### src/rtl/wshb_pkg.sv
// Shared Wishbone cycle-type codes and the pixel fetcher state type.
package wshb_pkg;

  localparam logic [2:0] CTI_CLASSIC = 3'b000;
  localparam logic [2:0] CTI_INCR    = 3'b010;
  localparam logic [2:0] CTI_EOB     = 3'b111;

  typedef enum logic {
    IDLE = 1'b0,
    REQ  = 1'b1
  } fetch_state_t;

endpackage

### src/rtl/wshb_pixel_fetcher_fifo.sv
// Synchronous show-ahead (first-word-fall-through) FIFO with occupancy count.
// The head word is visible on rd_data whenever empty is low; rd_en pops it.
module pixel_fifo #(
  parameter int DEPTH = 256,
  parameter int WIDTH = 16,
  localparam int AW   = $clog2(DEPTH)
) (
  input  logic             clk,
  input  logic             rst,
  input  logic             flush,
  input  logic             wr_en,
  input  logic [WIDTH-1:0] wr_data,
  input  logic             rd_en,
  output logic [WIDTH-1:0] rd_data,
  output logic [AW:0]      count,
  output logic             empty
);

  logic [WIDTH-1:0] mem [DEPTH];
  logic [AW-1:0]    wr_ptr;
  logic [AW-1:0]    rd_ptr;
  logic             full;
  logic             do_wr;
  logic             do_rd;

  assign empty   = (count == '0);
  assign full    = (count == (AW+1)'(DEPTH));
  assign rd_data = mem[rd_ptr];

  // A pop frees the head slot in the same cycle, so a full FIFO may still accept a write alongside a read.
  assign do_rd = rd_en & ~empty & ~flush;
  assign do_wr = wr_en & (~full | do_rd) & ~flush;

  always_ff @(posedge clk or negedge rst) begin
    if (!rst) begin
      wr_ptr <= '0;
      rd_ptr <= '0;
      count  <= '0;
    end else if (flush) begin
      wr_ptr <= '0;
      rd_ptr <= '0;
      count  <= '0;
    end else begin
      if (do_wr) wr_ptr <= wr_ptr + 1'b1;
      if (do_rd) rd_ptr <= rd_ptr + 1'b1;
      case ({do_wr, do_rd})
        2'b10:   count <= count + 1'b1;
        2'b01:   count <= count - 1'b1;
        default: count <= count;
      endcase
    end
  end

  always_ff @(posedge clk) begin
    if (do_wr) mem[wr_ptr] <= wr_data;
  end

  a_no_overflow: assert property (@(posedge clk) disable iff (!rst)
    !(wr_en && !flush && full && !rd_en));

endmodule

### src/rtl/wshb_pixel_fetcher.sv
// Wishbone read master walking the frame buffer linearly into a pixel FIFO for the VGA generator.
// Define BURST_CTI_EN for registered-feedback incrementing bursts; otherwise classic single cycles.
module wshb_pixel_fetcher
  import wshb_pkg::*;
#(
  parameter int          HDISP       = 800,
  parameter int          VDISP       = 480,
  parameter logic [31:0] BASE_ADR    = 32'h0000_0000,
  parameter int          FIFO_DEPTH  = 256,
  parameter int          ALMOST_FULL = 224,
  parameter int          BURST_LEN   = 8
) (
  input  logic        clk,
  input  logic        rst,
  output logic [31:0] wshb_adr,
  input  logic [15:0] wshb_dat_sm,
  output logic [15:0] wshb_dat_ms,
  output logic        wshb_we,
  output logic [1:0]  wshb_sel,
  output logic        wshb_stb,
  output logic        wshb_cyc,
  output logic [2:0]  wshb_cti,
  output logic [1:0]  wshb_bte,
  input  logic        wshb_ack,
  input  logic        frame_rst,
  input  logic        pix_rd,
  output logic [15:0] pix_data,
  output logic        pix_empty,
  output logic        underflow
);

  localparam int NPIX = HDISP * VDISP;
  localparam int CW   = (NPIX > 2) ? $clog2(NPIX) : 1;
  localparam int AW   = $clog2(FIFO_DEPTH);
  localparam logic [CW-1:0] LAST_PIX = CW'(NPIX - 1);

  if (((FIFO_DEPTH & (FIFO_DEPTH - 1)) != 0) || (ALMOST_FULL + BURST_LEN > FIFO_DEPTH)) begin : g_bad_cfg
    $error("wshb_pixel_fetcher: FIFO_DEPTH must be a power of 2 with room for ALMOST_FULL + BURST_LEN");
  end

  fetch_state_t  state;
  fetch_state_t  state_nxt;
  logic [CW-1:0] pix_cnt;
  logic [31:0]   adr_q;
  logic [AW:0]   occ;
  logic          has_room;
  logic          last_beat;
  logic          beat_done;
  logic          at_wrap;

  assign wshb_dat_ms = '0;
  assign wshb_we     = 1'b0;
  assign wshb_sel    = 2'b11;
  assign wshb_bte    = 2'b00;
  assign wshb_adr    = adr_q;

  assign at_wrap   = (pix_cnt == LAST_PIX);
  // An ack that coincides with frame_rst belongs to the abandoned frame and is dropped.
  assign beat_done = (state == REQ) & wshb_ack & ~frame_rst;

`ifdef BURST_CTI_EN
  localparam int BW = $clog2(BURST_LEN + 1);
  logic [BW-1:0] beat;

  assign has_room  = (32'(occ) + 32'(BURST_LEN)) <= 32'(ALMOST_FULL);
  // The frame wrap truncates a burst so the address never jumps back mid-burst.
  assign last_beat = (beat == BW'(BURST_LEN - 1)) | at_wrap;

  always_ff @(posedge clk or negedge rst) begin
    if (!rst) begin
      beat <= '0;
    end else if (frame_rst) begin
      beat <= '0;
    end else if (beat_done) begin
      beat <= last_beat ? '0 : beat + 1'b1;
    end
  end
`else
  assign has_room  = 32'(occ) < 32'(ALMOST_FULL);
  assign last_beat = 1'b1;
`endif

  always_ff @(posedge clk or negedge rst) begin
    if (!rst) state <= IDLE;
    else      state <= state_nxt;
  end

  always_comb begin
    state_nxt = state;
    case (state)
      IDLE: if (!frame_rst && has_room) state_nxt = REQ;
      REQ:  if (frame_rst || (wshb_ack && last_beat)) state_nxt = IDLE;
      default: state_nxt = IDLE;
    endcase
  end

  always_comb begin
    wshb_stb = 1'b0;
    wshb_cyc = 1'b0;
    wshb_cti = CTI_CLASSIC;
    if (state == REQ) begin
      wshb_stb = 1'b1;
      wshb_cyc = 1'b1;
`ifdef BURST_CTI_EN
      wshb_cti = last_beat ? CTI_EOB : CTI_INCR;
`endif
    end
  end

  // Address tracks the pixel counter and only moves on an accepted beat, keeping it stable through waits.
  always_ff @(posedge clk or negedge rst) begin
    if (!rst) begin
      pix_cnt   <= '0;
      adr_q     <= BASE_ADR;
      underflow <= 1'b0;
    end else if (frame_rst) begin
      pix_cnt   <= '0;
      adr_q     <= BASE_ADR;
      underflow <= 1'b0;
    end else begin
      if (beat_done) begin
        if (at_wrap) begin
          pix_cnt <= '0;
          adr_q   <= BASE_ADR;
        end else begin
          pix_cnt <= pix_cnt + 1'b1;
          adr_q   <= adr_q + 32'd2;
        end
      end
      if (pix_rd && pix_empty) underflow <= 1'b1;
    end
  end

  pixel_fifo #(
    .DEPTH (FIFO_DEPTH),
    .WIDTH (16)
  ) u_fifo (
    .clk     (clk),
    .rst     (rst),
    .flush   (frame_rst),
    .wr_en   (beat_done),
    .wr_data (wshb_dat_sm),
    .rd_en   (pix_rd),
    .rd_data (pix_data),
    .count   (occ),
    .empty   (pix_empty)
  );

endmodule

### config.mk
export PLATFORM = sky130hd
export DESIGN_NAME = wshb_pixel_fetcher
export DESIGN_NICKNAME = d
export VERILOG_FILES = /design/src/rtl/wshb_pkg.sv /design/src/rtl/wshb_pixel_fetcher_fifo.sv /design/src/rtl/wshb_pixel_fetcher.sv
export SDC_FILE = /design/constraint.sdc
export NUM_CORES = 2
export LEC_CHECK = 0
export BUFFER_PORTS_ARGS = -buffer_cell sky130_fd_sc_hd__buf_2
export CAP_MARGIN = 10
export CORE_UTILIZATION = 40
export DETAILED_ROUTE_END_ITERATION = 7
export MAX_ROUTING_LAYER = met4
export PLACE_DENSITY_LB_ADDON = 0.08
export SYNTH_ARGS = -nofsm -noshare
export SYNTH_HDL_FRONTEND = slang
export SYNTH_SLANG_ARGS = --single-unit
### constraint.sdc
create_clock -name clk -period 4.94 [get_ports clk]
set_input_delay 0.988 -clock clk [delete_from_list [all_inputs] [get_ports clk]]
set_output_delay 0.988 -clock clk [all_outputs]
set_load 0.01 [all_outputs]
### Word-level counts from Yosys, hierarchy flattened

Memories as Yosys holds them, arrays and structs flattened.
Index checks and enable logic that the tools add are counted.
W data, S select, Z words.

* $add $sub $neg: 6
* order comparisons: 1
* eq/ne operators: 4
* muxes and demuxes: 20
* bitwise gates (word level): 11
* reductions and logical operators: 10

Operators by type and width (count)
* $mux W32: 3
* $mux W19: 3
* $add A32 B2 Y32 const B: 1
* $mux W8: 4
* $add A19 B1 Y19 const B: 1
* $eq A19 B19 Y1 const B: 1
* $pmux W9 S2: 1
* $add A8 B1 Y8 const B: 2
* $add A9 B1 Y9 const B: 1
* $eq A9 B9 Y1 const B: 1
* $logic_not A9 Y1: 1
* $lt A9 B8 Y1 const B: 1
* $mux W9: 1
* $sub A9 B1 Y9 const B: 1
* $reduce_bool A2 Y1: 4
* $mux W1: 7
* $and A1 B1 Y1: 6
* $not A1 Y1: 4
* $reduce_bool A3 Y1: 1
* $eq A2 B1 Y1 const B: 1
* $eq A2 B2 Y1 const B: 1
* $logic_and A1 B1 Y1: 2
* $pmux W1 S2: 1
* $logic_not A1 Y1: 1
* 2 further kinds: 2

* register bits after elaboration: 78
* RAM bits: 4096
* input port bits: 21
* logic and storage cells: 60
* memories: 1

Memory list
* u_fifo.mem: words 256, width 16, rd ports 1, clocked after Yosys merged registers in 0, write ports 1, line wshb_pixel_fetcher_fifo.sv:19 `logic [WIDTH-1:0] mem [DEPTH];`

### Logic depth before layout (Yosys ltp)

* depth after elaboration: 10
* mapped depth: 12
* mapped depth without buffers: 10

### Cells and area by module

A second synthesis with hierarchy kept.

* cells, all modules: 7811
* area, all modules: 163011.3 sq um

By module, submodules not included
* pixel_fifo: instances 1, cells each 7456, area each 159853.3 sq um, seq. area each 123623.6 sq um
* wshb_pixel_fetcher: instances 1, cells each 355, area each 3158.0 sq um, seq. area each 1301.2 sq um

### Least setup slack after synthesis

OpenSTA, ideal clock, no wires.

* kind: input to register
* start point: input frame_rst
* end point: memory u_fifo.mem[221][0], enable pin
* setup time: 0.388 ns
* arrival time: 3.156 ns
* data required time: 4.552 ns
* setup slack: 1.396 ns
* stages on the path: 7
* path buffers: 3
* path through: nand3b_1 > a41oi_1 > clkbuf_1 > clkbuf_1 > nand3_1 > clkbuf_1 > nor2_1

* cells in the longest elaborated chain, start to end: 7
* elaborated cells on any way between the ends: 8
* classes of those cells: mux: 2; bitwise: 6

RTL lines
* start: declaration: line wshb_pixel_fetcher.sv:25 `input logic frame_rst,`
* $not A1 Y1 *: line wshb_pixel_fetcher_fifo.sv:31, wshb_pixel_fetcher_fifo.sv:32, wshb_pixel_fetcher.sv:59
* $and A1 B1 Y1: line wshb_pixel_fetcher_fifo.sv:31 `assign do_rd = rd_en & ~empty & ~flush;`
* $or A1 B1 Y1: line wshb_pixel_fetcher_fifo.sv:32 `assign do_wr = wr_en & (~full | do_rd) & ~flush;`
* $and A1 B1 Y1: line wshb_pixel_fetcher_fifo.sv:32
* $and A1 B1 Y1 *: line wshb_pixel_fetcher_fifo.sv:32
* $mux W1 *: line wshb_pixel_fetcher_fifo.sv:55 `if (do_wr) mem[wr_ptr] <= wr_data;`
* $mux W1 (implied by the code) *: line wshb_pixel_fetcher_fifo.sv:55
* end: declaration: line wshb_pixel_fetcher_fifo.sv:19

Mark *: on every way between the ends. The rest lies on a longest branch, timed or not.

### Final worst setup path

* start point: register u_fifo.rd_ptr[0]
* end point: output pix_data[6]

* cells in the longest elaborated chain, start to end: 1

RTL lines
* start: declaration: line wshb_pixel_fetcher_fifo.sv:21 `logic [AW-1:0] rd_ptr;`
* start signal: assignment: line wshb_pixel_fetcher_fifo.sv:45 `if (do_rd) rd_ptr <= rd_ptr + 1'b1;`
* $mem_v2 Z256 W16
* end: declaration: line wshb_pixel_fetcher.sv:27 `output logic [15:0] pix_data,`

Every way passes these cells.

==> reports/qor.csv <==
stage,metric,value,unit
timing,Min Hold Slack,0.280,ns
global_routing,maximum number of pins on one net before global-route repair,133,
timing,fin crit share,1.13,
timing,highest clock rate,180,MHz
run_status,status,"finished, violations left",
logic_synthesis,Syn Inst Count,7521,
logic_synthesis,"EDFF count, synth",4096,
drt,Vias,80931,
power_and_ir_drop,peak supply drop,0.000300,V
worst_setup_path,CP cell instances,buf_12 -> buf_16 -> buf_4 -> buf_6 -> mux4_2 -> a22o_1 -> a221oi_1 -> o22ai_2 -> o32ai_2 -> buf_4 -> nor3_4 -> buf_12 -> buf_6,
finish,Filler Cell Count,32914,
clock_tree,total CTS buffers,453,
global_routing,first-pass GRT wire length,654000,µm
worst_setup_path,Crit-path slowest cell,mux4_2,
drt,Residual DRC,0,
timing,endpoints failing hold,0,
floorplan,Core Rows,232,
floorplan,die area,0.405,mm²
timing,Setup TNS,-7.63,ns
finish,"most common cell after layout, fill and taps aside",edfxtp_1,
timing,Max Clock Skew,0.0807,ns
logic_synthesis,Yosys top cell area share,0.764,
clock_tree,Worst-Skew Late Latency,1.00,ns
timing,Slew Limit Fails,0,
worst_hold_path,worst min path class,in2reg,
place,area of placed instances,0.173,mm²
logic_synthesis,ys async rst share,0.0185,
finish,Register Area,0.125,mm²
worst_setup_path,r2r setup slk,1.39,ns
logic_synthesis,"Top FF cell, synth",edfxtp_1,
finish,final instance area,0.190,mm²
worst_setup_path,CP arrival,4.58,ns
clock_tree,TritonCTS clock tree,done,
clock_tree,Root Buffer Master,clkbuf_16,
drt,drt pass-1 iters,5,
drt,final WL,466000,µm
worst_setup_path,WS Path Type,reg2out,
global_routing,vias in the first global route,82346,
worst_setup_path,worst stage delay on the critical path,0.58,ns
global_routing,gr ovfl total,0,
timing,Worst slew margin,0.0850,
timing,RSZ-0062 raised after global routing,true,
worst_setup_path,Crit Path Max Fanout,7,
place,Port Buffers,71,
logic_synthesis,Ys Warns,0,
logic_synthesis,post-synth cell types,70,
worst_setup_path,Worst setup SP type,flop,
finish,Layout Nets,8514,
clock_tree,Clock Sinks,4173,
place,RePlAce Congestion,0.868,
drt,DRT antenna net count,0,
logic_synthesis,ranking of synthesized cells by area,"edfxtp_1, mux4_2, mux2i_1, dfrtp_1, nor2_1",
finish,final core utilization,0.476,
worst_setup_path,CP Capture Type,primary output,
timing,PnR worst setup slack,-0.627,ns
timing,setup violators final,16,
job,Max-Cap Viols,0,
finish,most frequent cells in the layout,"edfxtp_1, mux4_2, buf_4",
finish,P&R area growth vs syn,18.3,%
logic_synthesis,#FFs+latches synth,4173,
finish,share of cells above drive strength 1,0.318,
floorplan,total core area,0.400,mm²
clock_tree,H-Tree Depth,5,
clock_tree,"Reg clk slew, reported paths",0.06,ns
timing,crit path time final,5.57,ns
clock_tree,CTS Buffer Depth,4,
place,Inst Count DP,13203,
floorplan,Die Ht,636,µm
floorplan,Initial Utilization,0.403,
power_and_ir_drop,Overall Power,82.8,mW
floorplan,IO Count,97,
power_and_ir_drop,static leakage,59.6,nW
logic_synthesis,syn_area_per_cell,21.4,µm²
logic_synthesis,synthesized area,0.161,mm²
run_status,failing checks,setup timing,
global_routing,GRT Total Usage,0.235,
floorplan,Die Wd,636,µm
drt,routed len/inst,33.0,µm
worst_setup_path,CP Buf/Inv Count,7,
finish,Non-Filler Instances,14117,
worst_setup_path,Critical Path RT,3.95,ns
timing,Slew @ Worst Pin,1.37,ns
drt,drt initial violations,8156,
power_and_ir_drop,power per cell area,435,mW/mm²
global_routing,initial antenna violation count,22,
logic_synthesis,Synth area leader,edfxtp_1,
place,pre-CTS setup slack,-1.15,ns
worst_setup_path,Worst path top cell family by delay,compound AO/OA/AOI/OAI gates,
logic_synthesis,sequential area share after synthesis,0.776,
drt,post-DR vias/cell,5.73,
place,hpwl dp,284000,µm
finish,multi-input logic area,0.0352,mm²
==> cell usage after synthesis (16+ instances only) <==
library cell,count
a21oi_1,38
buf_1,20
dfrtp_1,77
o31ai_1,16
buf_6,44
nor2_1,346
a211oi_1,46
nor3_1,98
o22ai_1,115
mux2_2,26
or4_1,16
nor4_1,55
and2_1,30
nand3_1,99
buf_2,126
mux4_2,931
o2bb2ai_1,17
a31oi_1,38
o32ai_1,57
mux2i_1,195
a221oi_1,75
clkbuf_1,191
nand4_1,25
edfxtp_1,4096
a22o_1,107
o21ai_0,115
a22oi_1,67
nand2_1,187
buf_4,95
==> where the power goes <==
part           switching (mW)  internal (mW)  total (mW)  leakage (nW)
Clock                    13.8           18.5        32.3          6.89
Sequential             0.0319           38.9        38.9          37.9
Combinational            5.65           5.88        11.5          14.9
Total                    19.5           63.3        82.8          59.6
==> cell type report <==
class                           count  area share
Tap cell                         5265      0.0346
Multi-Input combinational cell   2875       0.185
Inverter                           15    0.000322
Timing Repair Buffer              960      0.0493
Antenna cell                       11    0.000145
Sequential cell                  4173       0.656
Clock buffer                      556      0.0628
Clock inverter                    262      0.0112
==> layer usage <==
layer	share of wire	wire length, µm	vias up	global-route usage
li1	-	-	33644	-
met1	0.44	205000	44346	0.327
met2	0.49	227000	2382	0.375
met3	0.049	22900	559	0.0256
met4	0.024	11300	0	0.0526
met5	0	0	-	-
==> final timing paths <==
path,start,end,cells past startpoint
max in group asynchronous,rst,u_fifo.rd_ptr[0],3
worst max-delay path,u_fifo.rd_ptr[0],pix_data[6],13
worst max register to register,u_fifo.count[0],u_fifo.mem[3][11],8
worst min-delay path,wshb_dat_sm[1],u_fifo.mem[15][1],1
min in group asynchronous,rst,pix_cnt[0],2
worst min register to register,pix_cnt[18],pix_cnt[18],1
==> cells by family (layout without fill, tap and decap cells) <==
logic type / Yosys count / after routing / share of synthesized area
DFF: 4173 / 4173 / 0.776
muxes: 1152 / 1152 / 0.144
and+or+nand+nor: 931 / 931 / 0.0269
AOI/OAI and AO/OA: 733 / 733 / 0.0330
buffers and inverters: 496 / 1793 / 0.0172
xor gates and xnor gates: 19 / 19 / 0.00103
adders and majority gates: 15 / 15 / 0.00121
other: 2 / 36 / 0.0000467
==> state kept, by name, indices dropped and copies added, names as in the netlist <==
signal,count
underflow,1
wshb_adr,31
u_fifo.rd_ptr,8
u_fifo.mem,4096
state,1
u_fifo.wr_ptr,8
u_fifo.count,9
pix_cnt,19
==> repair_timing <==
item	CTS	global route
buffers inserted	65	13
resized for setup	290	68
pin swaps	57	35
hold endpoints to repair	33	0
hold buffers	1	0
setup endpoints to repair	16	16
gates cloned	11	2
(Power assumes the default switching activity.)
